**src/rtl/decode_issue.sv**
```systemverilog
// decode_issue: single-stage decoder with a registered issue bundle and a pending-write scoreboard.
module decode_issue #(
  parameter int NREGS = 32,
  parameter int IMM_W = 16
) (
  input  logic                     clk,
  input  logic                     rst,
  input  logic                     in_valid,
  output logic                     in_ready,
  input  logic [31:0]              instr,
  input  logic                     flush,
  output logic                     out_valid,
  input  logic                     out_ready,
  output logic                     op,
  output logic [$clog2(NREGS)-1:0] addr_a,
  output logic [$clog2(NREGS)-1:0] addr_b,
  output logic [$clog2(NREGS)-1:0] addr_d,
  output logic [31:0]              immed,
  output logic                     y_sel,
  output logic                     write,
  input  logic                     wb_valid,
  input  logic [$clog2(NREGS)-1:0] wb_addr,
  output logic                     illegal
);
  localparam int AW = $clog2(NREGS);
  localparam logic [NREGS-1:0] ONE = NREGS'(1);
  logic [5:0]       w_opc;
  logic [AW-1:0]    w_rd, w_ra, w_rb;
  logic [31:0]      w_imm;
  logic             w_alu, w_legal, w_op, w_ysel, w_hazard, w_acc;
  logic [NREGS-1:0] w_clr, w_set, w_eff;
  logic [NREGS-1:0] r_pend;
  logic             r_valid, r_ill, r_op, r_ysel, r_write;
  logic [AW-1:0]    r_a, r_b, r_d;
  logic [31:0]      r_imm;
  assign w_opc   = instr[31:26];
  assign w_rd    = instr[21 +: AW];
  assign w_ra    = instr[16 +: AW];
  assign w_rb    = instr[11 +: AW];
  assign w_imm   = {{(32-IMM_W){instr[IMM_W-1]}}, instr[IMM_W-1:0]};
  assign w_alu   = w_opc <= 6'd3;
  assign w_legal = w_alu || (&w_opc);
  assign w_op    = w_alu && w_opc[0];
  assign w_ysel  = w_alu && !w_opc[1];
  // Every ALU opcode writes rd, so the rd check applies to all of them.
  assign w_clr    = wb_valid ? ONE << wb_addr : '0;
  assign w_eff    = (r_pend & ~w_clr) | ((r_valid && r_write) ? ONE << r_d : '0);
  assign w_hazard = w_alu && (w_eff[w_ra] || (w_ysel && w_eff[w_rb]) || w_eff[w_rd]);
  assign in_ready = !rst && !flush && (!r_valid || out_ready) && !w_hazard;
  assign w_acc    = in_valid && in_ready;
  assign w_set    = (r_valid && out_ready && r_write && !flush) ? ONE << r_d : '0;
  always_ff @(posedge clk or posedge rst) begin
    if (rst) begin
      r_pend  <= '0;
      r_valid <= 1'b0;
      r_ill   <= 1'b0;
      r_op    <= 1'b0;
      r_ysel  <= 1'b0;
      r_write <= 1'b0;
      r_a     <= '0;
      r_b     <= '0;
      r_d     <= '0;
      r_imm   <= '0;
    end else begin
      r_pend  <= (r_pend & ~w_clr) | w_set;
      r_ill   <= w_acc && !w_legal;
      r_valid <= flush ? 1'b0 : w_acc ? w_legal : out_ready ? 1'b0 : r_valid;
      if (w_acc && w_legal) begin
        r_op    <= w_op;
        r_ysel  <= w_ysel;
        r_write <= w_alu;
        r_a     <= w_ra;
        r_b     <= w_rb;
        r_d     <= w_rd;
        r_imm   <= w_imm;
      end
    end
  end
  assign out_valid = r_valid;
  assign illegal   = r_ill;
  assign op        = r_op;
  assign y_sel     = r_ysel;
  assign write     = r_write;
  assign addr_a    = r_a;
  assign addr_b    = r_b;
  assign addr_d    = r_d;
  assign immed     = r_imm;
endmodule

```
**config.mk**
```make
export PLATFORM = sky130hd
export DESIGN_NAME = decode_issue
export DESIGN_NICKNAME = d
export VERILOG_FILES = /design/src/rtl/decode_issue.sv
export SDC_FILE = /design/constraint.sdc
export NUM_CORES = 1
export LEC_CHECK = 0
export CORE_ASPECT_RATIO = 1.5
export CORE_MARGIN = 8
export CORE_UTILIZATION = 40
export DETAILED_ROUTE_END_ITERATION = 10
export GPL_ROUTABILITY_DRIVEN = 0
export GPL_TIMING_DRIVEN = 0
export PLACE_DENSITY_LB_ADDON = 0.08
export SYNTH_ARGS = -nofsm -noshare
export SYNTH_HDL_FRONTEND = slang
export SYNTH_SLANG_ARGS = --single-unit
```
**constraint.sdc**
```tcl
create_clock -name clk -period 6.1 [get_ports clk]
set_input_delay 0.915 -clock clk [delete_from_list [all_inputs] [get_ports clk]]
set_output_delay 0.915 -clock clk [all_outputs]
set_load 0.05 [all_outputs]
```
# Word-level counts from Yosys, hierarchy flattened
# Cells that the tools add are included.
# word_totals
regBits,68
output_inout_bits,53
elab_cells,58
# classes
order_cmp,4
shifts,2
n_mux,12
bitwise,4
reduce_logical,26
# ops
operator,count
32-bit two-way mux,3
32-bit OR,2
"1-bit by 5-bit << shifter with 32-bit output, first input constant",2
32-bit AND,1
32-bit NOT,1
"5-bit by 6-bit < comparator with 1-bit output, second input constant",3
1-bit binary-select mux with 5-bit select,3
1-bit logical AND,14
"6-bit by 2-bit <= comparator with 1-bit output, second input constant",1
1-bit zero test,6
1-bit two-way mux,6
6-bit AND reduction,1
1-bit logical OR,4
3-bit nonzero test,1

# Depth between registers and ports, before layout
# depth
word_depth,16
ltp_mapped,11

# Worst setup path before layout
# Ideal clock, no wire load.
# synth_timing
kind,input to output
start,input wb_addr[1]
end,output in_ready
t_arrival_ns,3.364
t_required_ns,5.185
slack_ns,1.821
path_stages,10
cell_sequence,or2_2 buf_2 o21ai_0 o21ai_0 mux4_2 nand3b_1 o2111ai_1 o211ai_1 or3_2 nand2b_1
# synth_between
elab_chain_len,13
word_cells_on_any_way,17
cone_classes,shift (1); mux (7); bitwise (3); reduce/logical (6)
# synth_rtl
item,line,source
"start, declared",22,"input logic [$clog2(NREGS)-1:0] wb_addr,"
1-bit by 5-bit << shifter with 32-bit output (*),46,assign w_clr = wb_valid ? ONE << wb_addr : '0;
32-bit two-way mux (*),46,
32-bit NOT (*),47,assign w_eff = (r_pend & ~w_clr) | ((r_valid && r_write) ? ONE << r_d : '0);
32-bit AND (*),47,
32-bit OR (*),47,
1-bit binary-select mux with 5-bit select,48,assign w_hazard = w_alu && (w_eff[w_ra] || (w_ysel && w_eff[w_rb]) || w_eff[w_rd]);
1-bit two-way mux (implied by the code),48,
1-bit logical AND,48,
1-bit logical OR,48,
1-bit logical OR (*),48,
1-bit logical AND (*),48,
1-bit zero test (*),49,assign in_ready = !rst && !flush && (!r_valid || out_ready) && !w_hazard;
1-bit logical AND (*),49,
"end, declared",9,"output logic in_ready,"
# Mark *: on every way between the ends. The rest lies on a longest branch, timed or not. The select of a mux whose other input is x is not followed.

# Worst setup path in the final report
# layout_timing
start,input wb_valid
end,output in_ready
# layout_between
elab_chain_len,12
word_cells_on_any_way,16
cone_classes,mux (7); bitwise (3); reduce/logical (6)
# layout_rtl
item,line,source
"start, declared",21,"input logic wb_valid,"
32-bit two-way mux (*),46,
32-bit NOT (*),47,
32-bit AND (*),47,
32-bit OR (*),47,
1-bit binary-select mux with 5-bit select,48,
1-bit two-way mux (implied by the code),48,
1-bit logical AND,48,
1-bit logical OR,48,
1-bit logical OR (*),48,
1-bit logical AND (*),48,
1-bit zero test (*),49,
1-bit logical AND (*),49,
# Marks and branches as above.

==> results.yml <==
cts:
  cts_buffers: 9
  clock_path_buffers: 2
  cts.reportedPaths.clkPinSlew_ns: 0.05
  cts-root-buf: "clkbuf_16"
  cts_tree: "yes"
  htreeDepth: 3
  clock-sinks: 63
  post_cts_buffers: 0
  clk_latency_ns: 0.33
worst_hold_path:
  holdPathEnd: "immed[4]$_DFFE_PP0P_"
  hp-start: "immed[4]$_DFFE_PP0P_"
  hold_path_depth: 1
  holdCritPathClass: "reg2reg"
timing:
  hold_violations: 0
  holdWs_ns: 0.511
  fin_setup_tns_ns: 0
  setup_viol: 0
  fin_crit_ns: 5.44
  worstMarginPinSlew_ns: 0.853
  fin_ws_ns: 0.660
  rsz0062_at_grt: "false"
  fmax_ghz: 0.184
  finClkSkew_ns: 0.00662
  finalCritPeriodShare: 0.892
  relSlewSlack: 0.428
  maxSlewViolCount: 0
global_routing:
  grt_pass1_vias: 4228
  grt_use_met1: 0.234
  grt-ovfl-total: 0
  grt_pass1_wl_mm: 22.5
  busiest_layer: "met2"
  use_met3: 0.0414
  grt_usage: 0.206
  grt_max_degree: 42
  grt_antenna_before_repair: 0
  use_met2: 0.346
final_layout:
  fin_nets: 601
  final_area_sq_um: 5580
  drive_gt1_frac: 0.156
  antennaDiodeCount: 0
  area_growth_pct: 34.6
  layout.cells.non_filler: 680
  fillers: 958
yosys:
  synth-seq-area-share: 0.380
  synth_warnings: 0
  synthesis.area_sq_um: 4150
  synth_ff_type: "dfrtp_1"
  syn_inst: 452
  synth_cell_type_count: 62
  synth_edf_count: 0
  async_flop_share: 1.00
  ys_seq_elements: 63
  synth.net_count: 495
  syn_avg_cell_area_sq_um: 9.17
floorplan:
  core-area_sq_um: 10100
  start_util: 0.409
  rows: 45
  die_area_sq_um: 13900
  dieHeight_microns: 141
  die_w_microns: 99.1
  pin_count: 96
place:
  dpl.hpwl_mm: 11.0
  port_buffers: 94
  place_inst: 664
  post-place-ws_ns: 0.381
  dpl_cell_area_sq_um: 5250
drt:
  drc: 0
  wirelength_mm: 14.2
  viasPerCell: 6.01
  drtPass1Iterations: 5
  drtIter0Drc: 379
  drtAntennaViolNets: 0
  vias: 4085
  wire_per_inst_microns: 20.8
critical_path:
  cp_max_fo: 8
  startpoint_type: "input pin"
  cp-end-kind: "output port"
  arrival_ns: 4.52
  crit_required_ns: 5.18
  crit_type: "in2out"
  r2r_end: "immed[10]$_DFFE_PP0P_"
  regToRegSetupSlack_ns: 2.19
  reg2reg_from: "write$_DFFE_PP0P_"
  ff2ff_path_depth: 11
run:
  drv_cap: 0
pwr:
  p_leak_uw: 0.00235
  irDropWorstVdd_mv: 0.139
  power_density_nw_per_um2: 265
status:
  status: "finished clean"
-- power by group --
part	internal [uW]	switching (uW)	leakage, uW
Sequential	444	25.3	0.000866
Combinational	172	281	0.00132
Clock	379	178	0.000160
Total	996	484	0.00235
-- area by class of cell --
| type | instances | area, sq um | share of cell area |
|---|---|---|---|
| Multi-Input combinational cell | 339 | 2260 | 0.404 |
| Sequential cell | 63 | 1580 | 0.283 |
| Timing Repair Buffer | 95 | 963 | 0.173 |
| Buffer | 39 | 272 | 0.0487 |
| Clock buffer | 13 | 260 | 0.0466 |
| Tap cell | 117 | 146 | 0.0262 |
| Clock inverter | 3 | 65.1 | 0.0117 |
| Inverter | 11 | 41.3 | 0.00740 |
-- critical path, cell delays in order --
cell and delay (ns):
clkdlybuf4s50_1 0.61, nand4b_1 0.23, o21ai_0 0.45, o21ai_0 0.27, a221oi_1 0.33, nor2_1 0.07
or3_1 0.41, and4_4 0.22, or3_2 0.50, nand2b_1 0.09, dlymetal6s2s_1 0.42
-- logic make-up (layout without fill, tap and decap cells) --
group           count (synthesis)  in the layout  share of synthesized area
compound gates                156            156                      0.239
buf+inv                        50            161                     0.0755
flops                          63             63                      0.380
mux                            33             33                      0.118
simple gates                  150            150                      0.188
-- cells in the mapped netlist, drive strengths merged (7+ instances only) --
master / instances / area [sq um]
o21ai: 88 / 459
dfrtp: 63 / 1580
nand2: 44 / 168
nor2: 28 / 105
mux2: 26 / 368
buf: 25 / 189
nand3: 21 / 105
clkbuf: 14 / 82.6
a21oi: 11 / 55.1
inv: 10 / 37.5
nand2b: 8 / 50.1
nor2b: 8 / 50.1
o211ai: 8 / 60.1
a311oi: 7 / 61.3
nor3: 7 / 35.0
o22ai: 7 / 43.8
-- layout by cell type (no fill, tap or decap), types with 6 or more instances in the layout --
cell	n
clkdlybuf4s50_1	93
o21ai_0	85
dfrtp_1	63
nand2_1	43
nor2_1	28
nand3_1	21
buf_4	21
mux2_4	20
clkbuf_1	13
a21oi_1	11
inv_1	9
clkbuf_16	9
nor2b_1	8
nand2b_1	8
o211ai_1	8
a311oi_1	7
nor3_1	7
o22ai_1	7
mux2_2	6
-- metal layers --
layer,wire length (microns),up-vias,part of all wire
met5,0,-,0
met4,657,0,0.046
met3,876,55,0.062
met2,7070,208,0.50
met1,5550,1937,0.39
li1,-,1885,-
-- state kept, by name, summed over array words and instances, names as in the netlist --
signal	cells
r_pend	32
y_sel	1
addr_a	5
op	1
immed	11
out_valid	1
write	1
addr_b	5
illegal	1
addr_d	5
-- worst max path at each step --
| stage | startpoint | end | slack, ns | cells after the start |
|---|---|---|---|---|
| 3_3_place_gp | wb_addr[1] | in_ready | 0.43 | 12 |
| 6_report | wb_valid | in_ready | 0.66 | 11 |
| 5_1_grt | wb_addr[3] | in_ready | 0.38 | 11 |
| 3_5_place_dp | wb_addr[3] | in_ready | 0.38 | 11 |
| 4_1_cts | wb_addr[3] | in_ready | 0.36 | 11 |
| 2_1_floorplan | wb_addr[1] | in_ready | 1.82 | 10 |
-- timing repair --
item / CTS / global route
hold endpoints to repair: 0 / 0
hold buffers: 0 / 0
endpoints found under the setup margin: 0 / 1
resized for setup: 0 / 1
-- metrics by stage --
stage | total power [uW] | utilization
detailed placement | 929 | 0.518
global placement | 925 | 0.516
global route | 1530 | 0.551
finish | 1480 | 0.551
CTS | 1490 | 0.550
floorplan | 760 | -
Note: power is estimated with default switching activity, not from simulation.
